**src/rtl/alu_mdu_seq_pkg.sv**
```systemverilog
// Shared encodings for the ALU and the multiply/divide sequencer that borrows it.
package alu_mdu_seq_pkg;

  // ALU control encodings, {funct7[5], funct3} style
  localparam logic [3:0] ALU_ADD  = 4'b0000;
  localparam logic [3:0] ALU_SLL  = 4'b0001;
  localparam logic [3:0] ALU_SLT  = 4'b0010;
  localparam logic [3:0] ALU_SLTU = 4'b0011;
  localparam logic [3:0] ALU_XOR  = 4'b0100;
  localparam logic [3:0] ALU_SRL  = 4'b0101;
  localparam logic [3:0] ALU_OR   = 4'b0110;
  localparam logic [3:0] ALU_AND  = 4'b0111;
  localparam logic [3:0] ALU_SUB  = 4'b1000;
  localparam logic [3:0] ALU_SRA  = 4'b1101;

  // One bit of result per step, so the step count equals the operand width
  localparam int unsigned MDU_STEPS = 32;

  typedef enum logic [1:0] {
    MDU_MUL  = 2'b00,
    MDU_DIVU = 2'b01,
    MDU_REMU = 2'b10,
    MDU_RSVD = 2'b11
  } mdu_op_e;

  typedef enum logic [2:0] {
    ST_IDLE     = 3'd0,
    ST_MUL_STEP = 3'd1,
    ST_DIV_STEP = 3'd2,
    ST_DIV_SUB  = 3'd3,
    ST_DONE     = 3'd4
  } mdu_state_e;

endpackage

```
**src/rtl/alu_mdu_seq.sv**
```systemverilog
// Multi-cycle MUL/DIVU/REMU sequencer that drives the shared combinational ALU
// one operation per cycle: shift-and-add multiply, restoring divide.
module alu_mdu_seq
  import alu_mdu_seq_pkg::*;
#(
  parameter int XLEN = 32
) (
  input  logic            clk,
  input  logic            rst,
  input  logic            req_valid_i,
  output logic            req_ready_o,
  input  logic [1:0]      req_op_i,
  input  logic [XLEN-1:0] req_a_i,
  input  logic [XLEN-1:0] req_b_i,
  output logic            rsp_valid_o,
  input  logic            rsp_ready_i,
  output logic [XLEN-1:0] rsp_data_o,
  output logic            busy_o,
  output logic [XLEN-1:0] alu_a_o,
  output logic [XLEN-1:0] alu_b_o,
  output logic [3:0]      aluctrl_ctrl_o,
  input  logic [XLEN-1:0] alu_out_i
);

  mdu_state_e      state, state_n;
  mdu_op_e         op_q, op_n;
  logic [XLEN-1:0] acc, acc_n;
  logic [XLEN-1:0] mc, mc_n;
  logic [XLEN-1:0] mp, mp_n;
  logic [XLEN-1:0] rem, rem_n;
  logic [XLEN-1:0] quo, quo_n;
  logic [XLEN-1:0] dvs, dvs_n;
  logic [5:0]      cnt, cnt_n;
  logic [XLEN-1:0] data_q, data_n;
  logic [XLEN-1:0] rs;
  logic            bit_done;

  assign req_ready_o = (state == ST_IDLE);
  assign rsp_valid_o = (state == ST_DONE);
  assign busy_o      = (state != ST_IDLE);
  assign rsp_data_o  = data_q;

  // Next-state, datapath updates and ALU requests; the ALU sees zeros unless a step issues an op
  always_comb begin
    state_n        = state;
    op_n           = op_q;
    acc_n          = acc;
    mc_n           = mc;
    mp_n           = mp;
    rem_n          = rem;
    quo_n          = quo;
    dvs_n          = dvs;
    cnt_n          = cnt;
    data_n         = data_q;
    bit_done       = 1'b0;
    alu_a_o        = '0;
    alu_b_o        = '0;
    aluctrl_ctrl_o = ALU_ADD;
    rs             = {rem[XLEN-2:0], quo[XLEN-1]};

    case (state)
      ST_IDLE: begin
        if (req_valid_i) begin
          op_n  = mdu_op_e'(req_op_i);
          dvs_n = req_b_i;
          cnt_n = '0;
          case (mdu_op_e'(req_op_i))
            MDU_MUL: begin
              if (req_b_i == '0) begin
                data_n  = '0;
                state_n = ST_DONE;
              end else begin
                acc_n   = '0;
                mc_n    = req_a_i;
                mp_n    = req_b_i;
                state_n = ST_MUL_STEP;
              end
            end
            MDU_DIVU, MDU_REMU: begin
              if (req_b_i == '0) begin
                data_n  = (mdu_op_e'(req_op_i) == MDU_DIVU) ? '1 : req_a_i;
                state_n = ST_DONE;
              end else begin
                rem_n   = '0;
                quo_n   = req_a_i;
                state_n = ST_DIV_STEP;
              end
            end
            default: begin
              data_n  = '0;
              state_n = ST_DONE;
            end
          endcase
        end
      end

      ST_MUL_STEP: begin
        if (mp[0]) begin
          alu_a_o        = acc;
          alu_b_o        = mc;
          aluctrl_ctrl_o = ALU_ADD;
          acc_n          = alu_out_i;
        end
        mc_n  = mc << 1;
        mp_n  = mp >> 1;
        cnt_n = cnt + 6'd1;
        if ((mp_n == '0) || (cnt_n == 6'(MDU_STEPS))) begin
          data_n  = acc_n;
          state_n = ST_DONE;
        end
      end

      ST_DIV_STEP: begin
        quo_n = {quo[XLEN-2:0], 1'b0};
        if (rem[XLEN-1]) begin
          // Shifted remainder overflowed 32 bits, so it certainly exceeds the divisor
          alu_a_o        = rs;
          alu_b_o        = dvs;
          aluctrl_ctrl_o = ALU_SUB;
          rem_n          = alu_out_i;
          quo_n[0]       = 1'b1;
          bit_done       = 1'b1;
        end else begin
          alu_a_o        = rs;
          alu_b_o        = dvs;
          aluctrl_ctrl_o = ALU_SLTU;
          rem_n          = rs;
          if (alu_out_i[0]) begin
            bit_done = 1'b1;
          end else begin
            state_n = ST_DIV_SUB;
          end
        end
      end

      ST_DIV_SUB: begin
        alu_a_o        = rem;
        alu_b_o        = dvs;
        aluctrl_ctrl_o = ALU_SUB;
        rem_n          = alu_out_i;
        quo_n[0]       = 1'b1;
        bit_done       = 1'b1;
      end

      ST_DONE: begin
        if (rsp_ready_i) begin
          state_n = ST_IDLE;
        end
      end

      default: begin
        state_n = ST_IDLE;
      end
    endcase

    if (bit_done) begin
      cnt_n = cnt + 6'd1;
      if (cnt_n == 6'(MDU_STEPS)) begin
        data_n  = (op_q == MDU_REMU) ? rem_n : quo_n;
        state_n = ST_DONE;
      end else begin
        state_n = ST_DIV_STEP;
      end
    end
  end

  // State register; reset abandons any operation in flight
  always_ff @(posedge clk) begin
    if (rst) begin
      state <= ST_IDLE;
    end else begin
      state <= state_n;
    end
  end

  // Operand, partial-result and response registers
  always_ff @(posedge clk) begin
    if (rst) begin
      op_q   <= MDU_MUL;
      acc    <= '0;
      mc     <= '0;
      mp     <= '0;
      rem    <= '0;
      quo    <= '0;
      dvs    <= '0;
      cnt    <= '0;
      data_q <= '0;
    end else begin
      op_q   <= op_n;
      acc    <= acc_n;
      mc     <= mc_n;
      mp     <= mp_n;
      rem    <= rem_n;
      quo    <= quo_n;
      dvs    <= dvs_n;
      cnt    <= cnt_n;
      data_q <= data_n;
    end
  end

endmodule

```
**config.mk**
```make
export PLATFORM = sky130hd
export DESIGN_NAME = alu_mdu_seq
export DESIGN_NICKNAME = d
export VERILOG_FILES = /design/src/rtl/alu_mdu_seq_pkg.sv /design/src/rtl/alu_mdu_seq.sv
export SDC_FILE = /design/constraint.sdc
export NUM_CORES = 1
export LEC_CHECK = 0
export BUFFER_PORTS_ARGS = -buffer_cell sky130_fd_sc_hd__buf_4
export CORE_UTILIZATION = 31
export DETAILED_ROUTE_END_ITERATION = 16
export GPL_TIMING_DRIVEN = 0
export PLACE_DENSITY = 0.48
export SETUP_SLACK_MARGIN = 0.1
export SYNTH_ARGS = -nofsm -noshare
export SYNTH_HDL_FRONTEND = slang
export SYNTH_SLANG_ARGS = --single-unit
```
**constraint.sdc**
```tcl
create_clock -name clk -period 2.5 [get_ports clk]
set_input_delay 0.5 -clock clk [delete_from_list [all_inputs] [get_ports clk]]
set_output_delay 0.5 -clock clk [all_outputs]
set_load 0.1 [all_outputs]
```
==> flow_summary_export.csv, run 1 <==
group,metric,value,unit
outcome,status,"complete, but fails checks",
outcome,violations,"setup timing",
sta,min_period,2.62,ns
logic_synthesis,yosysWarnings,0,
finish,area_growth,49.7,%
critical_path,crit_path_start_kind,"register",
logic_synthesis,synthCells,1430,
sta,min_period_over_period,105,%
placement,pre_cts_slack,-0.985,ns
sta,relSlewSlack,25.9,%
floorplan,die_height,195,µm
floorplan,top_level_ports,205,
placement,dp_hpwl,37.7,mm
sta,setup_slack,-0.116,ns
clock_tree,clk_pin_slew,0.06,ns
critical_path,crit_fanout,6,
floorplan,fp.dieArea,38200,µm²
finish,final_cell_area,17400,µm²
worst_hold_path,worstHoldStart,"alu_out_i[5]",
critical_path,required,2.00,ns
floorplan,core-area,36700,µm²
global_route,antenna_found_initial,0,
critical_path,crit_type,"register to primary output",
clock_tree,cts-htree-levels,1,
logic_synthesis,synth_seq_cells,235,
global_route,grt_pass1_wl,75.0,mm
sta,rsz0062_at_grt,"true",
logic_synthesis,yosys_most_used_dff,"dfxtp_1",
sta,finalSetupViolations,60,
route,dr.first_iter.drc_count,986,
logic_synthesis,async_reset_ff_share,0,%
logic_synthesis,synth_edf_count,0,
sta,drv_slew,0,
floorplan,initial_core_util,31.6,%
placement,portBuffers,202,
route,num_vias,12187,
logic_synthesis,yosysUniqueCellTypes,58,
power,leakagePower,0.00684,µW
finish,drive_gt1_share,29.8,%
sta,tns,-3.43,ns
route,postRouteAntennaNets,0,
finish,diodes,0,
finish,fill_cells,3582,
sta,worstMarginPinSlew,1.11,ns
sta,max_freq,382,MHz
power,peakVddDrop,537,µV
logic_synthesis,synth_nets,1536,
clock_tree,cts.sinks,235,
floorplan,die_w,195,µm
sta,skew,0.0182,ns
logic_synthesis,avgSynthCellArea,8.11,µm²
sta,hold_viol,0,
clock_tree,cts.path.max_buffers,3,
finish,finalNonFillerCells,2195,
finish,nets,1812,
logic_synthesis,seq_area_frac_synth,40.6,%
clock_tree,clock-root-buffer,"clkbuf_16",
critical_path,cp-end-kind,"primary output",
power,power_density,670,nW/µm²
route,drc,0,
clock_tree,clk_latency,0.56,ns
global_route,grt_max_degree,15,
critical_path,critPathArrivalTime,2.12,ns
route,viasPerCell,5.55,
critical_path,reg2reg_from,"state[0]$_SDFFE_PP0P_",
floorplan,rows,70,
route,post_drt_wl_per_cell,23.3,µm
placement,place_area,14100,µm²
worst_hold_path,hp-class,"primary input to register",
route,dr.pass1.iters,6,
global_route,grt_pass1_vias,12025,
flow_run,cap_viol_max_count,0,
clock_tree,cts_made_buffers,29,
global_route,grt_overflow,0,
logic_synthesis,syn_area,11600,µm²
placement,gp_congestion,0.882,
clock_tree,cts_tree,"yes",
placement,numPlacedInstances,2101,
global_route,grt_usage,25.8,%
route,wirelength,51.2,mm
critical_path,critPathLaunch,"state[2]$_SDFFE_PP0P_",
[timing repair]
action / 4_1_cts / 5_1_grt
pin swaps: 10 / 10
hold buffers: 0 / 0
gates cloned: 3 / 5
setup endpoints to repair: 223 / 223
gates resized for setup: 315 / 181
buffers inserted: 12 / 23
[layout by cell type (no fill, tap or decap), drive strengths merged, types with 32 or more instances in the layout]
cell    count
nand2     270
dfxtp     235
a21oi      75
a311oi     64
and3       32
nor2      180
a22oi      64
mux2i      63
clkbuf    145
o21ai      45
a22o       63
o21a       51
buf       274
[cells by family (layout without fill, tap and decap cells)]
family	count (synthesis)	count (layout)	synth area share, %
AO/OA/AOI/OAI	437	437	27.8
adder cells (fa/ha/maj)	4	4	0.432
buffers and inverters	139	436	5.06
flip-flops	235	235	40.6
multiplexers	66	66	5.84
other	1	1	0.0323
AND/OR/NAND/NOR	548	548	20.2
[cell type report]
| type | count | area [µm²] | share of cell area [%] |
|---|---|---|---|
| flip-flops and latches | 235 | 4710 | 27.2 |
| well taps | 468 | 586 | 3.37 |
| clock inverters | 10 | 82.6 | 0.476 |
| multi-input cells | 1056 | 7290 | 42.0 |
| inverters | 7 | 30.0 | 0.173 |
| clock buffers | 42 | 845 | 4.87 |
| plain buffers | 132 | 1010 | 5.80 |
| repair buffers | 245 | 2800 | 16.2 |
[worst max-delay path, cell delays in order (launching register included)]
cell       delay [ns]
dfxtp_4          0.37
nor2_4           0.14
and3_4           0.20
clkbuf_16        0.15
clkbuf_16        0.17
clkbuf_16        0.17
nand2_1          0.09
o21ai_4          0.08
buf_12           0.19
[cells in the mapped netlist, types with 6 or more instances]
| cell | number | share of area [%] |
|---|---|---|
| a22o_1 | 63 | 4.8 |
| nor4_1 | 17 | 0.92 |
| a22oi_1 | 64 | 4.1 |
| clkbuf_1 | 104 | 3.4 |
| and3_1 | 32 | 1.7 |
| nand2b_1 | 6 | 0.32 |
| mux2i_1 | 62 | 5.4 |
| nand4b_1 | 8 | 0.60 |
| dfxtp_1 | 235 | 41 |
| a21oi_1 | 75 | 3.2 |
| nand3_1 | 6 | 0.26 |
| a2111o_1 | 20 | 1.9 |
| nand2_1 | 270 | 8.7 |
| o22ai_1 | 20 | 1.1 |
| nor2_1 | 180 | 5.8 |
| o22a_1 | 9 | 0.68 |
| inv_1 | 7 | 0.23 |
| o21ai_0 | 45 | 1.9 |
| buf_2 | 16 | 0.69 |
| a311oi_1 | 64 | 4.8 |
| o21a_1 | 51 | 3.3 |
[routing by layer]
metal  track usage [%]  vias up  wire length, µm
met5                 0        -                0
met4              5.83        0             1170
met3              4.13       84             3270
met2              42.9      474            23700
met1              34.8     5861            23000
li1                  -     5768                -
[sequential cells by signal, summed over array words and instances (netlist names)]
| register | count |
|---|---|
| mc | 32 |
| cnt | 6 |
| rsp_data_o | 32 |
| rem | 32 |
| quo | 32 |
| acc | 32 |
| state | 3 |
| mp | 32 |
| dvs | 32 |
| op_q | 2 |
[through the flow]
step | hold slack (ns) | utilization [%] | power, µW
2_1_floorplan | 0.437 | - | 6020
3_3_place_gp | 0.442 | 38.5 | 6980
3_5_place_dp | 0.449 | 38.5 | 7000
4_1_cts | 0.203 | 44.9 | 11400
5_1_grt | 0.215 | 47.3 | 12100
6_report | 0.220 | 47.3 | 11600
[final timing paths]
path / end / slack, ns / cells past startpoint
worst max-delay path: alu_a_o[3] / -0.12 / 8
worst min-delay path: acc[5]$_SDFFE_PP0P_ / 0.22 / 3
worst max register to register: rsp_data_o[3]$_SDFF_PP0_ / 0.13 / 9
worst min register to register: cnt[5]$_SDFFE_PP0P_ / 0.46 / 1
[where the power goes]
part / internal, µW / switching [µW]
logic: 1170 / 1980
clock network: 2430 / 1710
registers: 4060 / 283
No activity file was read; power rests on OpenSTA's default activity.
==> run 2, diff against run 1 <==
Settings changed: REMOVE_ABC_BUFFERS set to 1.
==> flow_summary_export.csv, run 2 (synthesis gave the netlist of run 1 again) <==
group,metric,value,unit
route,drc,0,
sta,max_freq,395,MHz
finish,finalNonFillerCells,2132,
outcome,status,"complete, but fails checks",
floorplan,rows,70,
power,switching_share,33.5,%
clock_tree,clock-root-buffer,"clkbuf_16",
power,seq_power_share,37.0,%
route,dr.first_iter.drc_count,780,
critical_path,required,2.00,ns
sta,min_period,2.53,ns
finish,area_growth,51.3,%
route,num_vias,12039,
critical_path,reg2reg_setup_slack,0.15,ns
floorplan,die_w,195,µm
critical_path,path_cells,"nor2_4, and3_4, buf_12, buf_12, clkbuf_16, a22o_1, buf_12",
placement,numPlacedInstances,1992,
clock_tree,cts_made_buffers,29,
floorplan,initial_core_util,31.6,%
finish,drive_gt1_share,29.9,%
critical_path,crit_fanout,6,
finish,nets,1745,
floorplan,core-area,36700,µm²
power,power_density,669,nW/µm²
critical_path,cp-end-kind,"primary output",
critical_path,crit_path_start_kind,"register",
sta,rsz0062_at_grt,"true",
worst_hold_path,hp-class,"primary input to register",
sta,tns,-0.0712,ns
power,p_clk_share,35.9,%
outcome,violations,"setup timing",
critical_path,critPathArrivalTime,2.03,ns
floorplan,top_level_ports,205,
critical_path,crit_type,"register to primary output",
global_route,grt_usage,24.3,%
route,postRouteAntennaNets,0,
route,dr.pass1.iters,5,
sta,hold_viol,0,
clock_tree,clk_pin_slew,0.06,ns
global_route,grt_pass1_wl,71.4,mm
placement,portBuffers,203,
critical_path,worst_path_largest_cell_delay,0.37,ns
sta,drv_slew,0,
power,peakVddDrop,503,µV
power,switching_power,3930,µW
finish,fill_cells,3484,
sta,finalSetupViolations,3,
sta,setup_slack,-0.0343,ns
sta,worstMarginPinSlew,0.866,ns
placement,pre_cts_slack,-1.39,ns
clock_tree,cts.path.max_buffers,3,
clock_tree,cts-htree-levels,1,
sta,relSlewSlack,42.2,%
sta,min_period_over_period,101,%
route,wirelength,49.6,mm
power,intPower,7810,µW
floorplan,die_height,195,µm
finish,postLayoutCoreUtil,47.8,%
global_route,grt_pass1_vias,11628,
global_route,antenna_found_initial,2,
flow_run,cap_viol_max_count,0,
finish,layout_common_cells,"238 x nand2_1, 231 x dfxtp_1, 176 x nor2_1",
route,post_drt_wl_per_cell,23.3,µm
finish,layout_commonest_cell,"nand2_1",
floorplan,fp.dieArea,38200,µm²
clock_tree,cts_tree,"yes",
route,viasPerCell,5.65,
clock_tree,holdBufCountCts,0,
placement,gp_congestion,0.797,
critical_path,slowest_stage,"dfxtp_4",
critical_path,cp_common_cell,"buf_12",
power,leakagePower,0.00703,µW
clock_tree,cts.sinks,235,
clock_tree,clk_latency,0.55,ns
power,power_frac_comb,27.1,%
sta,skew,0.0131,ns
placement,dp_hpwl,29.3,mm
global_route,grt_overflow,0,
global_route,grt_max_degree,109,
-- run 2: cell types whose count changed in the layout (fill, tap and decap cells not counted), moves of 7 or more --
| cell | change |
|---|---|
| clkbuf_1 | -59 |
| clkbuf_2 | -23 |
| mux2i_1 | +22 |
| mux2i_2 | -19 |
| buf_16 | +14 |
| buf_12 | +11 |
| a22oi_1 | +10 |
| a22oi_2 | -10 |
| nand2_4 | +9 |
| nand2_1 | -8 |
| o21ai_4 | -8 |
| a22o_2 | -7 |
| clkbuf_16 | -7 |
| o21ai_2 | +7 |
-- run 2: area by class of cell --
class	count	area (µm²)	share of cell area (%)
clock buffer	45	886	5.05
tap	468	586	3.34
sequential	235	4720	26.9
timing repair inverter	2	12.5	0.0713
inverter	7	33.8	0.193
timing repair buffer	303	3870	22.0
antenna	3	7.51	0.0428
clock inverter	8	65.1	0.371
multi-input combinational	1061	7360	42.0
-- run 2: timing repair --
action                     CTS  global route
buffers inserted            41            28
pin swaps                   20            27
gates resized for setup    298           149
cloned                      11             6
setup endpoints to repair  281           152
-- run 2: power by group through the flow --
stage	combinational, µW	clock (µW)	sequential (µW)
floorplan	1480	0	4350
global placement	2270	0	4470
detailed placement	2430	0	4460
CTS	2920	4290	4320
global route	3390	4450	4380
finish	3180	4210	4340
-- run 2: worst paths after layout --
path / start / to / cells past startpoint
min: alu_out_i[25] / acc[25]$_SDFFE_PP0P_ / 3
min reg2reg: dvs[19]$_SDFFE_PP0P_ / dvs[19]$_SDFFE_PP0P_ / 2
max: state[1]$_SDFFE_PP0P_ / alu_b_o[3] / 7
max reg2reg: state[1]$_SDFFE_PP0P_ / rsp_data_o[10]$_SDFF_PP0_ / 10
-- run 2: per-stage QoR --
| step | power [µW] | cell area, µm² | hold WS, ns |
|---|---|---|---|
| floorplan | 5830 | 11000 | 0.431 |
| global placement | 6730 | 13100 | 0.442 |
| detailed placement | 6890 | 13700 | 0.447 |
| CTS | 11500 | 16400 | 0.205 |
| global route | 12200 | 17500 | 0.219 |
| finish | 11700 | 17500 | 0.223 |
-- run 2: metal layers --
layer  global-route usage, %  vias to the layer above  wire length [µm]
li1                        -                     5659                 -
met1                    32.0                     5927             21600
met2                    40.5                      368             23700
met3                    3.87                       85              2900
met4                    7.55                        0              1380
met5                       0                        -                 0
-- run 2: worst max-delay path: cells and delay by family (launching register included) --
kind	cells	cell delay, ns
AO/OA/AOI/OAI	1	0.17
flip-flops	1	0.37
AND/OR/NAND/NOR	2	0.36
buffers and inverters	4	0.59
